## src/rtl/cdb_arbiter_pkg.sv

```systemverilog
// Shared CDB types, FU request index map and sizing constants for the result bus.
package sys_defs;

    localparam int NUM_FU_ALU  = 3;
    localparam int NUM_FU_MULT = 2;
    localparam int NUM_FU_LOAD = 3;
    localparam int NUM_REQ     = NUM_FU_ALU + NUM_FU_MULT + NUM_FU_LOAD;
    localparam int CDB_WIDTH   = 2;
    localparam int IDX_W       = (NUM_REQ > 1) ? $clog2(NUM_REQ) : 1;

    // Request port index map: ALU ports first, then MULT, then LOAD
    localparam int REQ_ALU_BASE  = 0;
    localparam int REQ_MULT_BASE = REQ_ALU_BASE + NUM_FU_ALU;
    localparam int REQ_LOAD_BASE = REQ_MULT_BASE + NUM_FU_MULT;

    localparam int PRN_W  = 6;
    localparam int DATA_W = 32;
    localparam int ROBN_W = 5;

    typedef logic [PRN_W-1:0]  PRN;
    typedef logic [DATA_W-1:0] DATA;
    typedef logic [ROBN_W-1:0] ROBN;

    typedef struct packed {
        PRN  dest_prn;
        DATA value;
        ROBN robn;
    } FU_RESULT;

    typedef struct packed {
        logic valid;
        PRN   dest_prn;
        DATA  value;
        ROBN  robn;
    } CDB_PACKET;

endpackage

```

## src/rtl/cdb_arbiter_if.sv

```systemverilog
// FU-result request bus and CDB broadcast; master = FU side, slave = arbiter.
interface cdb_arbiter_if;
    import sys_defs::*;

    logic [NUM_REQ-1:0]              req_valid;
    FU_RESULT [NUM_REQ-1:0]          req_result;
    logic [NUM_REQ-1:0]              req_ready;
    CDB_PACKET [CDB_WIDTH-1:0]       cdb_packet;

    modport master (
        output req_valid,
        output req_result,
        input  req_ready,
        input  cdb_packet
    );

    modport slave (
        input  req_valid,
        input  req_result,
        output req_ready,
        output cdb_packet
    );
endinterface

```

## src/rtl/cdb_arbiter_sel.sv

```systemverilog
// Combinational multi-grant selector: scans from start_ptr and hands out up to WIDTH
// one-hot grants in scan order; last_idx is the final granted index.
module rr_multi_sel #(
    parameter int WIDTH   = 2,
    parameter int NUM_REQ = 8,
    localparam int IDX_W  = (NUM_REQ > 1) ? $clog2(NUM_REQ) : 1
) (
    input  logic [NUM_REQ-1:0]            req,
    input  logic [IDX_W-1:0]              start_ptr,
    output logic [WIDTH-1:0][NUM_REQ-1:0] grant,
    output logic [IDX_W-1:0]              last_idx
);

    int cnt;
    int idx;

    always_comb begin
        grant    = '0;
        last_idx = start_ptr;
        cnt      = 0;
        idx      = 0;
        for (int o = 0; o < NUM_REQ; o++) begin
            idx = int'(start_ptr) + o;
            if (idx >= NUM_REQ) idx = idx - NUM_REQ;
            if (req[idx] && (cnt < WIDTH)) begin
                grant[cnt][idx] = 1'b1;
                last_idx        = IDX_W'(idx);
                cnt             = cnt + 1;
            end
        end
    end

endmodule

```

## src/rtl/cdb_arbiter.sv

```systemverilog
// Common data bus arbiter: grants up to CDB_WIDTH FU results per cycle, broadcasts them
// one cycle later. CDB_RR_EN selects rotating priority; otherwise index 0 always wins.
module cdb_arbiter
    import sys_defs::*;
(
    input  logic          clock,
    input  logic          reset,
    input  logic          squash,
    cdb_arbiter_if.slave  cdb
);

    logic [NUM_REQ-1:0]              sel_req;
    logic [CDB_WIDTH-1:0][NUM_REQ-1:0] grant;
    logic [IDX_W-1:0]                last_idx;
    logic [IDX_W-1:0]                start_ptr;
    logic [NUM_REQ-1:0]              ready;
    CDB_PACKET [CDB_WIDTH-1:0]       pkt_nxt;

    // Reset and squash both suppress every grant, so nothing is consumed from the FUs
    assign sel_req = (reset || squash) ? '0 : cdb.req_valid;

    rr_multi_sel #(
        .WIDTH   (CDB_WIDTH),
        .NUM_REQ (NUM_REQ)
    ) u_sel (
        .req       (sel_req),
        .start_ptr (start_ptr),
        .grant     (grant),
        .last_idx  (last_idx)
    );

    always_comb begin
        ready = '0;
        for (int k = 0; k < CDB_WIDTH; k++) ready = ready | grant[k];
    end

    assign cdb.req_ready = ready;

    always_comb begin
        for (int k = 0; k < CDB_WIDTH; k++) begin
            pkt_nxt[k] = '0;
            for (int i = 0; i < NUM_REQ; i++) begin
                if (grant[k][i]) begin
                    pkt_nxt[k] = CDB_PACKET'({1'b1, cdb.req_result[i]});
                end
            end
        end
    end

    always_ff @(posedge clock) begin
        if (reset) cdb.cdb_packet <= '0;
        else       cdb.cdb_packet <= pkt_nxt;
    end

`ifdef CDB_RR_EN
    logic [IDX_W-1:0] rr_ptr;

    always_ff @(posedge clock) begin
        if (reset) begin
            rr_ptr <= '0;
        end else if (|ready) begin
            rr_ptr <= (last_idx == IDX_W'(NUM_REQ - 1)) ? '0 : last_idx + IDX_W'(1);
        end
    end

    assign start_ptr = rr_ptr;
`else
    logic [IDX_W-1:0] unused_last_idx;

    assign start_ptr       = '0;
    assign unused_last_idx = last_idx;
`endif

endmodule

```

## src/flat_wrapper.sv

```systemverilog
// flat-port wrapper written by rule: the top's interface ports become plain ports
module cdb_arbiter_flat import sys_defs::*;
  (clock, reset, squash, cdb_req_valid, cdb_req_result, cdb_req_ready, cdb_cdb_packet);
  cdb_arbiter_if cdb_i ();
  input  logic clock;
  input  logic reset;
  input  logic squash;
  input wire logic [$bits(cdb_i.req_valid)-1:0] cdb_req_valid;
  input wire logic [$bits(cdb_i.req_result)-1:0] cdb_req_result;
  output wire logic [$bits(cdb_i.req_ready)-1:0] cdb_req_ready;
  output wire logic [$bits(cdb_i.cdb_packet)-1:0] cdb_cdb_packet;
  assign cdb_i.req_valid = cdb_req_valid;
  assign cdb_i.req_result = cdb_req_result;
  assign cdb_req_ready = cdb_i.req_ready;
  assign cdb_cdb_packet = cdb_i.cdb_packet;
  cdb_arbiter u_core (.clock(clock), .reset(reset), .squash(squash), .cdb(cdb_i));
endmodule
```

## config.mk

```make
export PLATFORM = sky130hd
export DESIGN_NAME = cdb_arbiter_flat
export DESIGN_NICKNAME = d
export VERILOG_FILES = /design/src/rtl/cdb_arbiter_pkg.sv /design/src/rtl/cdb_arbiter_if.sv /design/src/rtl/cdb_arbiter_sel.sv /design/src/rtl/cdb_arbiter.sv /design/src/flat_wrapper.sv
export SDC_FILE = /design/constraint.sdc
export NUM_CORES = 1
export LEC_CHECK = 0
export ABC_CLOCK_PERIOD_IN_PS = 5800
export CAP_MARGIN = 0
export CORE_AREA = 4 4 172 174
export DETAILED_ROUTE_END_ITERATION = 16
export DIE_AREA = 0 0 176 178
export GPL_TIMING_DRIVEN = 1
export PLACE_DENSITY = 0.57
export SLEW_MARGIN = 20
export SYNTH_ARGS = -nofsm -noshare
export SYNTH_HDL_FRONTEND = slang
export SYNTH_SLANG_ARGS = --single-unit
```

## constraint.sdc

```tcl
create_clock -name clock -period 5.8 [get_ports clock]
set_input_delay 0.87 -clock clock [delete_from_list [all_inputs] [get_ports clock]]
set_output_delay 0.87 -clock clock [all_outputs]
set_load 0.02 [all_outputs]
```

# Word-level counts from Yosys, hierarchy flattened
# Index checks and enable logic that the tools add are counted.
[word_totals] elab_cells=104 in_bits=355 output_inout_bits=96 reg_bits=88
[classes] n_addsub=6 n_lt_le_gt_ge=21 n_bitwise=8 mux=46 reduce_logical=15
[op_table] cell="44-bit 2-to-1 mux" count=16
[op_table] cell="32-bit by 3-bit < comparator with 1-bit output, second input constant" count=14
[op_table] cell="32-bit by 1-bit >= comparator with 1-bit output, second input constant" count=7
[op_table] cell="32-bit by 2-bit adder with 32-bit output, second input constant" count=6
[op_table] cell="32-bit 2-to-1 mux" count=6
[op_table] cell="16-bit 2-to-1 mux" count=7
[op_table] cell="16-bit bitwise OR" count=6
[op_table] cell="8-bit demux with 1-bit select" count=7
[op_table] cell="8-bit 2-to-1 mux" count=2
[op_table] cell="1-bit by 16-bit bitwise OR with 16-bit output" count=1
[op_table] cell="1-bit logical AND" count=14
[op_table] cell="8-bit bitwise OR" count=1
[op_table] cell="7-bit 2-to-1 mux" count=1
[op_table] cell="6-bit 2-to-1 mux" count=1
[op_table] cell="5-bit 2-to-1 mux" count=1
[op_table] cell="4-bit 2-to-1 mux" count=1
[op_table] cell="3-bit 2-to-1 mux" count=1
[op_table] cell="1-bit 2-to-1 mux" count=2
[op_table] cell="2-bit 2-to-1 mux" count=1
[op_table] cell="1-bit logical OR" count=1

# Logic depth before layout (Yosys ltp)
[logic_depth] word_depth=35 ltp_mapped=23 mapped_depth_nobuf=18

# By module
# A second synthesis with hierarchy kept.
[unflattened] hier_cells=1604 area_unflattened_um2=11014.3
[by_module_without_submodules] module="cdb_arbiter" n_inst=1 seq_area_each_um2=1761.7 area_per_inst_um2=8560.7 cells_each=1256
[by_module_without_submodules] module="rr_multi_sel" n_inst=1 seq_area_each_um2=0.0 area_per_inst_um2=2453.6 cells_each=348

# Worst setup path before layout
# No wires, ideal clock.
[synth_path] path_kind="input -> output" start="input reset" end="output cdb_req_ready[7]" arrival_ps=4378 slack_ps=552 cell_stages=17 t_required_ps=4930 n_path_buf=4 cell_sequence="buf_2 or3b_2 clkbuf_1 inv_1 ha_1 inv_1 nand4_1 inv_1 clkbuf_1 buf_1 nor2_1 o22ai_1 a221o_1 ha_1 nor2_1 nor2_1 nor3_1"
[synth_between] elab_chain_len=28 word_cells_on_any_way=55 cone_classes="6 x add/sub; 9 x order compare; 23 x mux; 8 x bitwise; 9 x reduce/logical"
[synth_lines] item="from (decl)" line="flat_wrapper.sv:6" source="input logic reset;"
[synth_lines] item="1-bit logical OR *" line="cdb_arbiter.sv:20" source="assign sel_req = (reset || squash) ? '0 : cdb.req_valid;"
[synth_lines] item="8-bit 2-to-1 mux *" line="cdb_arbiter.sv:20"
[synth_lines] item="1-bit 2-to-1 mux" line="cdb_arbiter_sel.sv:25" source="if (req[idx] && (cnt < WIDTH)) begin"
[synth_lines] item="32-bit by 3-bit < comparator with 1-bit output" line="cdb_arbiter_sel.sv:25"
[synth_lines] item="1-bit logical AND" line="cdb_arbiter_sel.sv:25"
[synth_lines] item="32-bit 2-to-1 mux" line="cdb_arbiter_sel.sv:25"
[synth_lines] item="32-bit by 3-bit < comparator with 1-bit output" line="cdb_arbiter_sel.sv:25"
[synth_lines] item="1-bit logical AND" line="cdb_arbiter_sel.sv:25"
[synth_lines] item="[... 12 more ...]"
[synth_lines] item="32-bit 2-to-1 mux" line="cdb_arbiter_sel.sv:25"
[synth_lines] item="32-bit by 1-bit >= comparator with 1-bit output (implied by the code) / 32-bit by 3-bit < comparator with 1-bit output (equally long branches)" line="cdb_arbiter_sel.sv:26, cdb_arbiter_sel.sv:25"
[synth_lines] item="1-bit logical AND (implied by the code)" line="cdb_arbiter_sel.sv:26" source="grant[cnt][idx] = 1'b1;"
[synth_lines] item="8-bit 2-to-1 mux (implied by the code)" line="cdb_arbiter_sel.sv:26"
[synth_lines] item="8-bit demux with 1-bit select"
[synth_lines] item="16-bit bitwise OR (no source line)"
[synth_lines] item="16-bit 2-to-1 mux *" line="cdb_arbiter_sel.sv:25"
[synth_lines] item="8-bit bitwise OR *" line="cdb_arbiter.sv:34" source="for (int k = 0; k < CDB_WIDTH; k++) ready = ready | grant[k];"
[synth_lines] item="to (decl)" line="flat_wrapper.sv:10" source="output wire logic [$bits(cdb_i.req_ready)-1:0] cdb_req_ready;"
# Every way passes the cells marked *; elsewhere a longest branch is shown, timed or not.

# Final worst setup path
[layout_path] start="input cdb_req_valid[0]" end="output cdb_req_ready[7]"
[layout_between] elab_chain_len=27 word_cells_on_any_way=54 cone_classes="6 x add/sub; 9 x order compare; 23 x mux; 8 x bitwise; 8 x reduce/logical"
[layout_lines] item="from (decl)" line="flat_wrapper.sv:8" source="input wire logic [$bits(cdb_i.req_valid)-1:0] cdb_req_valid;"
[layout_lines] item="8-bit 2-to-1 mux *" line="cdb_arbiter.sv:20"
[layout_lines] item="1-bit 2-to-1 mux *" line="cdb_arbiter_sel.sv:25"
[layout_lines] item="32-bit by 3-bit < comparator with 1-bit output" line="cdb_arbiter_sel.sv:25"
[layout_lines] item="1-bit logical AND" line="cdb_arbiter_sel.sv:25"
[layout_lines] item="32-bit 2-to-1 mux" line="cdb_arbiter_sel.sv:25"
[layout_lines] item="32-bit by 3-bit < comparator with 1-bit output" line="cdb_arbiter_sel.sv:25"
[layout_lines] item="1-bit logical AND" line="cdb_arbiter_sel.sv:25"
[layout_lines] item="32-bit 2-to-1 mux" line="cdb_arbiter_sel.sv:25"
[layout_lines] item="[... 11 more ...]"
[layout_lines] item="32-bit 2-to-1 mux" line="cdb_arbiter_sel.sv:25"
[layout_lines] item="32-bit by 1-bit >= comparator with 1-bit output (implied by the code) / 32-bit by 3-bit < comparator with 1-bit output (equally long branches)" line="cdb_arbiter_sel.sv:26, cdb_arbiter_sel.sv:25"
[layout_lines] item="1-bit logical AND (implied by the code)" line="cdb_arbiter_sel.sv:26"
[layout_lines] item="8-bit 2-to-1 mux (implied by the code)" line="cdb_arbiter_sel.sv:26"
[layout_lines] item="8-bit demux with 1-bit select"
[layout_lines] item="16-bit bitwise OR (no source line)"
[layout_lines] item="16-bit 2-to-1 mux *" line="cdb_arbiter_sel.sv:25"
[layout_lines] item="8-bit bitwise OR *" line="cdb_arbiter.sv:34"
# Marked as above.

==> key figures <==
Outcome
  • Status: finished clean

CTS
  • Clock slew seen by the registers of the worst setup and hold paths: 0.07 ns
  • Clock Tree Buf Depth: 2
  • Post-CTS sizing: 0
  • Clock root buffer: clkbuf_16
  • Cts bufs inserted: 9
  • CTS HTree Levels: 3
  • Buffer count from post-CTS setup fixing: 0
  • CTS Sinks: 88
  • CTS tree: built
  • Cts hold-fix bufs: 0

Floorplanning
  • Rows: 61
  • Die height: 178 um
  • Full die area: ~31,000 um2
  • I/O pin count: 451
  • Die Wd: approximately 180 um
  • CORE AREA: 27,800 um2
  • Initial Util: roughly a quarter

Synth
  • Share of the synthesized area in the top cell type: approximately a quarter
  • Sequential share of the synthesized area: 23.8%
  • Cell Area, Synth: 7390 um2
  • Syn nets: 1,395
  • Synth top area cells: dfxtp_1, a22oi_1, nor2_1
  • Warnings, synthesis: 0
  • EDFF count, synth: 0
  • Top_reg_cell synth: dfxtp_1
  • Library cells used by synthesis: 50
  • Mapped Avg Cell Area: 7.14 um2
  • Synth Instances: 1,035
  • Yosys top cell by area: dfxtp_1
  • FFs w/ async S/R, synth: 0%
  • #FFs+latches synth: between 80 and 90

Timing
  • Achievable frequency: 182 MHz
  • Number of slew-limit violations in the final report: 0
  • Worst relative slew slack: 19.1%
  • Final hold vios: 0
  • Period utilization: 94.5%
  • Final TNS setup: 0 ns
  • Final setup fails: 0
  • Final min period: ~5.5 ns
  • Slew @ Worst Pin: about 1.2 ns
  • RSZ-0062 raised after global routing: no

Power
  • Max IR drop VDD: 149 uV
  • Power per standard cell area: ~190 nW/um2
  • Leakage: 4.28 nW

Finish
  • Synthesis-to-layout area growth: 72.1%
  • Top Registers: u_core.cdb.cdb_packet: 88 flops
  • Max reg flops: a little under 90
  • NumNets Final: 1,782
  • Reg with most FFs: u_core.cdb.cdb_packet
  • Final Util: 45.8%
  • Fraction of layout cells with a size suffix above 1: 6.10%

Detailed routing
  • DRC Markers: 0
  • Via count: 11.0k
  • Routed WL: ~50,000 um
  • Vias per std cell: 6.06
  • DRT antenna net count: 0
  • Router iterations before antenna repair: 6
  • Avg WL per Cell: approximately 28 um
  • Detailed router's first-iteration violation count: 1,102

Worst hold path
  • Hold EP: u_core.cdb.cdb_packet[69]
  • Hold depth: 3
  • Hold Path Class: in -> reg
  • HP Start: cdb_req_result[326]

Worst setup path
  • Crit path cell chain: clkdlybuf4s50_1, or3b_2, inv_1, ha_2, nor2b_1, or3_1, o211ai_1, o22ai_1, a221o_1, ha_1, nor2_1, nor2_1, nor3_1, clkdlybuf4s50_1
  • Setup crit end kind: output port
  • CP max stage delay: 0.67 ns
  • WP data required: 4.93 ns
  • Critical Setup Path Class: in -> out
  • Critical Path Slowest Stage Cell: clkdlybuf4s50_1
  • Worst path arrival time: 4.61 ns
  • Crit-path max FO: 6
  • CP Launch Type: primary input
  • Crit path launch: cdb_req_valid[0]

Global routing
  • GRT Total Usage: 30.6%
  • First-pass GRT wire length: 72,300 um
  • Number of global-route vias before repair: approximately 11k
  • Largest net degree at the start of global routing: 46
  • Gr ovfl total: 0
  • Initial antenna violation count: 0

Flow run
  • Maxcap violations: 0

Placement
  • Post-DP HPWL: 34,300 um
  • Gpl congestion: just under 0.9
  • IO Port Bufs: 450
-- worst max path at each step --
stage / depth (start not counted) / slack (ns) / endpoint
floorplan: 17 / 0.55 / cdb_req_ready[7]
global placement: 14 / 0.33 / cdb_req_ready[7]
detailed placement: 14 / 0.30 / cdb_req_ready[7]
CTS: 14 / 0.30 / cdb_req_ready[7]
global route: 14 / 0.10 / cdb_req_ready[7]
finish: 14 / 0.32 / cdb_req_ready[7]
-- Yosys cell counts (all sizes together), types with 3 or more instances --
cell type and n:
a22oi 128, o31a 42, buf 25, and2 3
a22o 28, or3 3, inv 9, dfxtp 88
nor3 28, o31ai 3, o22ai 28, clkbuf 93
xnor2 4, nand2 71, a311oi 28, a221o 27
o211a 17, o21a 17, nor2 120, or2 4
a221oi 16, o21ai 160, nand4 3, ha 5
a21oi 63
-- cells by family (layout without fill, tap and decap cells) --
| group | after synthesis | count (layout) | share of synthesized area, % |
|---|---|---|---|
| flip-flops | 88 | 88 | 23.8 |
| adder cells (fa/ha/maj) | 5 | 5 | 0.847 |
| buffers and inverters | 127 | 518 | 6.94 |
| AO/OA/AOI/OAI | 566 | 566 | 53.6 |
| XOR/XNOR | 6 | 6 | 0.813 |
| AND/OR/NAND/NOR | 243 | 243 | 14.0 |
| other | 0 | 3 | 0 |
-- placed cells by master (no fill, tap or decap), drive strengths merged, types with 4 or more instances in the layout --
cell type,n
a311oi,28
clkbuf,10
ha,5
xnor2,4
o31a,42
a221o,27
o21ai,160
nor3,28
dfxtp,88
or2,4
a22o,28
a22oi,128
nand2,71
o211a,17
nor2,120
inv,8
clkdlybuf4s50,450
a21oi,63
a221oi,16
o21a,17
o22ai,28
buf,44
-- where the power goes --
part | internal [mW] | switching [mW] | leakage, nW
logic | 0.470 | 0.482 | 3.40
registers | 0.662 | 0.0232 | 0.721
clock network | 0.421 | 0.298 | 0.159
total | 1.55 | 0.802 | 4.28
-- per-layer routing --
layer | vias to the layer above | global-route usage (%) | share of wire (%)
li1 | 4786 | - | -
met1 | 5214 | 37.6 | 39
met2 | 825 | 51.6 | 47
met3 | 125 | 7.65 | 11
met4 | 0 | 11.9 | 3.4
met5 | - | 0 | 0
-- critical path, delay by kind of cell --
kind                     cells  cell delay [ns]
AND/OR/NAND/NOR              6             1.30
buffers and inverters        3             1.25
AO/OA/AOI/OAI                3             0.63
adder cells (fa/ha/maj)      2             0.56
-- area by class of cell --
class	instances	area, um2
clock buffer	10	229
timing repair buffer	494	4880
multi-input combinational	820	5210
fill	2801	15100
inverter	9	35.0
tap	378	473
antenna	3	7.51
sequential	88	1760
clock inverter	5	106
-- per-stage QoR --
step | hold slack [ns] | instance area, um2 | std cells | power (mW) | setup WS, ns
2_1_floorplan | 1.00 | 7390 | 1035 | 1.08 | 0.552
3_3_place_gp | 1.51 | 12400 | 1789 | 1.63 | 0.328
3_5_place_dp | 1.52 | 12400 | 1789 | 1.64 | 0.304
4_1_cts | 1.14 | 12700 | 1804 | 2.36 | 0.300
5_1_grt | 1.17 | 12700 | 1804 | 2.44 | 0.103
6_report | 1.15 | 12700 | 1807 | 2.36 | 0.316
Note: power is estimated with default switching activity, not from simulation.
